## src/rtl/nic_pe_driver.sv

```systemverilog
// PE-side initiator for the NIC CPU register interface.
// Adds a 4-deep TX FIFO, an RX valid/ready holding register and TX/RX polling with a fairness turn bit.
module nic_pe_driver #(
    parameter int PACKET_WIDTH = 64
) (
    input  logic                    clk,
    input  logic                    reset,
    output logic [1:0]              addr,
    output logic [PACKET_WIDTH-1:0] d_in,
    input  logic [PACKET_WIDTH-1:0] d_out,
    output logic                    nicEn,
    output logic                    nicEnWR,
    input  logic                    tx_valid,
    input  logic [PACKET_WIDTH-1:0] tx_data,
    output logic                    tx_ready,
    output logic                    rx_valid,
    output logic [PACKET_WIDTH-1:0] rx_data,
    input  logic                    rx_ready,
    output logic [15:0]             sent_count,
    output logic [15:0]             recv_count
);

    typedef enum logic [2:0] {
        S_IDLE,
        S_OS_REQ,
        S_OS_CHK,
        S_OB_WR,
        S_IS_REQ,
        S_IS_CHK,
        S_IB_REQ,
        S_IB_CHK
    } state_t;

    localparam logic TURN_TX = 1'b0;
    localparam logic TURN_RX = 1'b1;

    state_t                  r_state;
    logic                    r_turn;
    logic                    r_rx_valid;
    logic [PACKET_WIDTH-1:0] r_rx_data;
    logic [15:0]             r_sent_count;
    logic [15:0]             r_recv_count;

    logic [PACKET_WIDTH-1:0] r_fifo [0:3];
    logic [1:0]              r_wr_ptr;
    logic [1:0]              r_rd_ptr;
    logic [2:0]              r_count;

    logic                    w_tx_ready;
    logic                    w_push;
    logic                    w_pop;
    logic                    w_fifo_nonempty;
    logic                    w_nic_en;
    logic                    w_nic_wr;
    logic [1:0]              w_addr;
    logic [PACKET_WIDTH-1:0] w_d_in;

    assign w_tx_ready      = (r_count != 3'd4);
    assign w_push          = tx_valid & w_tx_ready;
    assign w_pop           = (r_state == S_OB_WR);
    assign w_fifo_nonempty = (r_count != 3'd0);

    // NIC strobes decode from the state register only, so a reset clears them at once
    always_comb begin
        w_nic_en = 1'b0;
        w_nic_wr = 1'b0;
        w_addr   = 2'b00;
        w_d_in   = '0;
        case (r_state)
            S_OS_REQ: begin
                w_nic_en = 1'b1;
                w_addr   = 2'b11;
            end
            S_OB_WR: begin
                w_nic_en = 1'b1;
                w_nic_wr = 1'b1;
                w_addr   = 2'b10;
                w_d_in   = r_fifo[r_rd_ptr];
            end
            S_IS_REQ: begin
                w_nic_en = 1'b1;
                w_addr   = 2'b01;
            end
            S_IB_REQ: begin
                w_nic_en = 1'b1;
                w_addr   = 2'b00;
            end
            default: begin
                w_nic_en = 1'b0;
            end
        endcase
    end

    // TX FIFO storage, pointers and occupancy
    always_ff @(posedge clk or posedge reset) begin
        if (reset) begin
            for (int i = 0; i < 4; i++) begin
                r_fifo[i] <= '0;
            end
            r_wr_ptr <= 2'd0;
            r_rd_ptr <= 2'd0;
            r_count  <= 3'd0;
        end else begin
            if (w_push) begin
                r_fifo[r_wr_ptr] <= tx_data;
                r_wr_ptr         <= r_wr_ptr + 2'd1;
            end
            if (w_pop) begin
                r_rd_ptr <= r_rd_ptr + 2'd1;
            end
            case ({w_push, w_pop})
                2'b10:   r_count <= r_count + 3'd1;
                2'b01:   r_count <= r_count - 3'd1;
                default: r_count <= r_count;
            endcase
        end
    end

    // Polling FSM with fairness turn, RX holding register and packet counters
    always_ff @(posedge clk or posedge reset) begin
        if (reset) begin
            r_state      <= S_IDLE;
            r_turn       <= TURN_TX;
            r_rx_valid   <= 1'b0;
            r_rx_data    <= '0;
            r_sent_count <= 16'd0;
            r_recv_count <= 16'd0;
        end else begin
            if (r_rx_valid && rx_ready) begin
                r_rx_valid <= 1'b0;
            end
            case (r_state)
                S_IDLE: begin
                    if ((r_turn == TURN_TX) && w_fifo_nonempty) begin
                        r_state <= S_OS_REQ;
                    end else if (!r_rx_valid) begin
                        r_state <= S_IS_REQ;
                    end else if (w_fifo_nonempty) begin
                        r_state <= S_OS_REQ;
                    end else begin
                        r_state <= S_IDLE;
                    end
                end
                S_OS_REQ: r_state <= S_OS_CHK;
                S_OS_CHK: begin
                    if (!d_out[0]) begin
                        r_state <= S_OB_WR;
                    end else begin
                        r_state <= S_IDLE;
                        r_turn  <= TURN_RX;
                    end
                end
                S_OB_WR: begin
                    r_sent_count <= r_sent_count + 16'd1;
                    r_state      <= S_IDLE;
                    r_turn       <= TURN_RX;
                end
                S_IS_REQ: r_state <= S_IS_CHK;
                S_IS_CHK: begin
                    if (d_out[0]) begin
                        r_state <= S_IB_REQ;
                    end else begin
                        r_state <= S_IDLE;
                        r_turn  <= TURN_TX;
                    end
                end
                S_IB_REQ: r_state <= S_IB_CHK;
                S_IB_CHK: begin
                    // Never reached with rx_valid set, so the held packet is safe
                    r_rx_data    <= d_out;
                    r_rx_valid   <= 1'b1;
                    r_recv_count <= r_recv_count + 16'd1;
                    r_state      <= S_IDLE;
                    r_turn       <= TURN_TX;
                end
                default: begin
                    r_state <= S_IDLE;
                    r_turn  <= TURN_TX;
                end
            endcase
        end
    end

    assign addr       = w_addr;
    assign d_in       = w_d_in;
    assign nicEn      = w_nic_en;
    assign nicEnWR    = w_nic_wr;
    assign tx_ready   = w_tx_ready;
    assign rx_valid   = r_rx_valid;
    assign rx_data    = r_rx_data;
    assign sent_count = r_sent_count;
    assign recv_count = r_recv_count;

endmodule

```

## config.mk

```make
export PLATFORM = sky130hd
export DESIGN_NAME = nic_pe_driver
export DESIGN_NICKNAME = d
export VERILOG_FILES = /design/src/rtl/nic_pe_driver.sv
export SDC_FILE = /design/constraint.sdc
export NUM_CORES = 1
export LEC_CHECK = 0
export ABC_CLOCK_PERIOD_IN_PS = 29500
export CAP_MARGIN = 30
export CORE_MARGIN = 2
export CORE_UTILIZATION = 25
export DETAILED_ROUTE_END_ITERATION = 8
export GPL_ROUTABILITY_DRIVEN = 0
export RECOVER_POWER = 100
export SYNTH_ARGS = -nofsm -noshare
export SYNTH_HDL_FRONTEND = slang
export SYNTH_SLANG_ARGS = --single-unit
```

## constraint.sdc

```tcl
create_clock -name clk -period 29.5 [get_ports clk]
set_clock_uncertainty 0.1 [all_clocks]
set_input_delay 8.85 -clock clk [delete_from_list [all_inputs] [get_ports clk]]
set_output_delay 8.85 -clock clk [all_outputs]
set_load 0.01 [all_outputs]
```

Word level (Yosys, flattened, before mapping)
Index checks and enable logic that the tools add are counted.
{ "totals": {"ff_bits": 364, "output_inout_bits": 166, "wordCells": 71} }
{ "classes": {"n_mux": 22, "n_eq_ne": 12, "reduce_logical": 11, "magnitude_cmp": 3, "n_bitwise": 4, "addsub": 6} }
{ "ops": {"columns": ["op", "count"], "rows": [
  ["256-bit bitwise mux", 1],
  ["64-bit 2-to-1 mux", 4],
  ["64-bit binary-select mux with 2-bit select", 1],
  ["64-bit demux with 2-bit select", 1],
  ["16-bit by 1-bit adder with 16-bit output (second input constant)", 2],
  ["3-bit case mux with 7 select lines", 1],
  ["3-bit equality test (second input constant)", 4],
  ["3-bit 2-to-1 mux", 3],
  ["1-bit 2-to-1 mux", 7],
  ["3-bit by 2-bit equality test with 1-bit output (second input constant)", 2],
  ["3-bit >= comparator (second input constant)", 2],
  ["2-bit inverter with 3-bit output", 2],
  ["2-bit case mux with 3 select lines", 1],
  ["3-bit case mux with 2 select lines", 1],
  ["2-bit by 1-bit adder with 2-bit output (second input constant)", 2],
  ["2-bit inequality test (second input constant)", 2],
  ["1-bit case mux with 4 select lines", 1],
  ["2-bit nonzero test", 2],
  ["4-bit nonzero test", 1],
  ["4-bit OR reduction", 1],
  ["3-bit by 1-bit adder with 3-bit output (second input constant)", 1],
  ["3-bit by 1-bit equality test with 1-bit output (second input constant)", 1],
  ["1-bit logical AND", 3],
  ["3-bit logical NOT", 1],
  ["11 further kinds", 11]
]} }

Longest topological paths before layout
{ "logic_depth": {"word_depth": 6, "ltp_mapped": 10, "ltp_nobuf": 9} }

Worst setup path after synthesis
No wires, ideal clock.
{ "synth_path": {"path_type": "register to output", "start": "reg r_rd_ptr[0]", "end": "out d_in[13]", "setup_slack_ns": 19.051, "t_arrival_ns": 1.499, "path_stages_with_launch": 5, "cell_sequence": "dfrtp_1 buf_4 buf_2 mux4_2 nor2b_1"} }
{ "synth_via": {"elab_chain_cells": 5} }
{ "synth_lines": {"columns": ["element", "line_no", "text"], "rows": [
  ["start, declared", "46", "logic [1:0] r_rd_ptr;"],
  ["start signal, assigned", "109", "r_rd_ptr <= r_rd_ptr + 2'd1;"],
  ["2-bit inverter with 3-bit output (implied by the code)", "78", "w_d_in = r_fifo[r_rd_ptr];"],
  ["64-bit binary-select mux with 2-bit select", "78", null],
  ["64-bit 2-to-1 mux (implied by the code) (2 in a row)", "78", null],
  ["64-bit 2-to-1 mux", "69", "case (r_state)"],
  ["end, declared", "9", "output logic [PACKET_WIDTH-1:0] d_in,"]
]} }
Every way passes these cells. The select of a mux whose other input is x is not followed.

==> flow_metrics.tcl <==
set metrics [dict create \
    status "finished, violations left" \
    violations "capacitance limit, slew limit" \
    critPathMaxFanout 166 \
    std_cell_rows 92 \
    netlist_area_um2 16000 \
    seq_area_um2 9120 \
    worstMarginPinSlew_ns 8.97 \
    multiInputGateArea_um2 6330 \
    clk_path_buf_depth 3 \
    antenna_found_initial 1 \
    startpoint "reset" \
    cp-end-kind "async pin" \
    grt_pass1_vias 10947 \
    area_growth_pct 31.4 \
    reg2reg_depth 9 \
    routedWlPerCell_um 17.8 \
    wl_met3_um 1910 \
    routed_via_density 4.35 \
    hold_class "reg -> reg" \
    start_util_pct 25.3 \
    root_buffer "clkbuf_16" \
    post-route-min-period_ns 17.75 \
    total_power_mw 2.22 \
    worstSkewPairLatency_ns 0.56 \
    async_flop_share_pct 100 \
    synth_edf_count 0 \
    die_y_um 257 \
    hold_ws_ns 0.365 \
    synth_seq_cells 364 \
    cts_max_level 2 \
    slew_violations 701 \
    hold_start "rx_data[24]$_DFFE_PP0P_" \
    synth_cells 1143 \
    core-area_um2 63100 \
    crit_required_ns 27.79 \
    ctsHoldBuffers 0 \
    drt_pass1_iterations 4 \
    hold_viol 0 \
    synthesis.nets 1283 \
    period_share_pct 60.2 \
    io_buffers 297 \
    top_layer_used "met4" \
    n_fill_cell 6325 \
    ys_seq_area_share_pct 57.0 \
    post_cts_resize_count 0 \
    grt_pass1_wl_um 65100 \
    cp.arrival_ns 16.04 \
    clkTransAtPathRegs_ns 0.06 \
    grt_max_degree 167 \
    rsz0062_at_grt "no" \
    fin_nets 1575 \
    maxCapViolations 12 \
    synth_warnings 0 \
    hold_depth 2 \
    power_density_nw_per_um2 106 \
    vias 10066 \
    first_iter_violations 440 \
    peakVddDrop_mv 0.0452 \
    setup_tns_ns 0 \
    fin_util_pct 33.3 \
    critPathKind "in -> async" \
    maxSlewHeadroom_pct -498 \
    layout_commonest_cell "dfrtp_1" \
    wl_met1_um 18100 \
    r2r_start "r_state[0]$_DFF_PP0_" \
    drt_wl_total_um 41100 \
    drive_gt1_share_pct 25.6 \
    wl_met2_um 20000 \
    cp-start-kind "input pin" \
    tritoncts "yes" \
    syn_avg_cell_area_um2 14.0 \
    post_cts_buffers 0 \
    synth.distinct_cells 36 \
    final_cell_mix "dfrtp_1 (362), mux2_2 (234), dlygate4sd3_1 (233), nand2_1 (217), nor2b_1 (66)" \
    post-route-drc-count 0 \
    detail-route-antenna-nets 0 \
    io_pins 298 \
    max_freq_mhz 56.3 \
    dp_hpwl_um 26700 \
    cts.sinks 364 \
    p_leak_nw 9.18 \
    ys.flop_type "dfrtp_1" \
    grt-ovfl-total 0 \
    die_area_um2 66000 \
    die_w_um 257 \
    grt_usage_pct 12.5 \
    final-setup-viol-count 0 \
    numCtsBuffers 44 \
]
## synth_stat cells (all sizes together), types with 2 or more instances
cell type | instances | share of area, %
buf | 45 | 2.3
inv | 10 | 0.23
nand4 | 7 | 0.27
mux4 | 64 | 9.0
nor2 | 8 | 0.20
nand3 | 10 | 0.31
o21ai | 7 | 0.22
nand2 | 217 | 5.3
nor3 | 3 | 0.094
a21oi | 3 | 0.094
xor2 | 11 | 0.60
nor2b | 66 | 2.6
dfrtp | 364 | 57
xnor2 | 26 | 1.4
and2 | 2 | 0.078
and4 | 4 | 0.22
ha | 7 | 0.55
and3 | 5 | 0.20
mux2 | 256 | 18
clkbuf | 19 | 0.45
## per-stage QoR
step / instance area [µm²] / std cells / worst slack, ns
after floorplan: 16000 / 1143 / 10.45
after global placement: 19700 / 2233 / 17.55
after detailed placement: 19700 / 2233 / 17.52
after CTS: 21100 / 2310 / 16.89
after global routing: 21000 / 2313 / 9.76
final: 21000 / 2313 / 11.75
## worst max-delay path, stage by stage
cell and delay [ns]:
dlygate4sd3_1 0.55, clkinvlp_2 0.21, clkbuf_1 6.11
## final timing paths
path                                                end  slack [ns]
worst max-delay path            r_fifo[107]$_DFFE_PP0P_       11.75
worst min-delay path            rx_data[24]$_DFFE_PP0P_        0.36
worst max register to register   r_count[2]$_DFFE_PP0P_       24.01
worst min register to register  rx_data[24]$_DFFE_PP0P_        0.36
max in group clk                                nicEnWR       14.91
min in group asynchronous       r_fifo[215]$_DFFE_PP0P_        8.58
## sequential cells by signal, summed over array words and instances (netlist names)
| register | count |
|---|---|
| r_fifo | 256 |
| rx_data | 64 |
| recv_count | 16 |
| sent_count | 16 |
| r_count | 3 |
| r_state | 3 |
| r_rd_ptr | 2 |
| r_wr_ptr | 2 |
| r_turn | 1 |
| rx_valid | 1 |
## power by group
group	total [mW]	leakage (nW)	internal [mW]	switching (mW)
sequential	0.881	4.40	0.740	0.140
combinational	0.800	4.09	0.484	0.315
clock	0.536	0.697	0.321	0.215
## kinds of logic after synthesis
kind of cell	Yosys count	synth area share, %
buffers and inverters	74	2.97
adders and majority gates	8	0.673
muxes	321	27.4
DFF	364	57.0
AOI/OAI and AO/OA	14	0.587
xor gates and xnor gates	37	2.03
and+or+nand+nor	325	9.39
## cell type report
type                            instances  share of cell area, %
Clock inverter                         16                  0.882
Antenna cell                            1                 0.0119
Sequential cell                       364                   43.4
Inverter                               10                  0.185
Tap cell                              846                   5.04
Clock buffer                           61                   5.93
Timing Repair Buffer                  310                   14.4
Multi-Input combinational cell        705                   30.1
## metal layers
layer | vias up | track usage, %
li1 | 4550 | -
met1 | 5282 | 16.3
met2 | 169 | 20.6
met3 | 65 | 3.01
met4 | 0 | 3.97
met5 | - | 0
(Power assumes the default switching activity.)
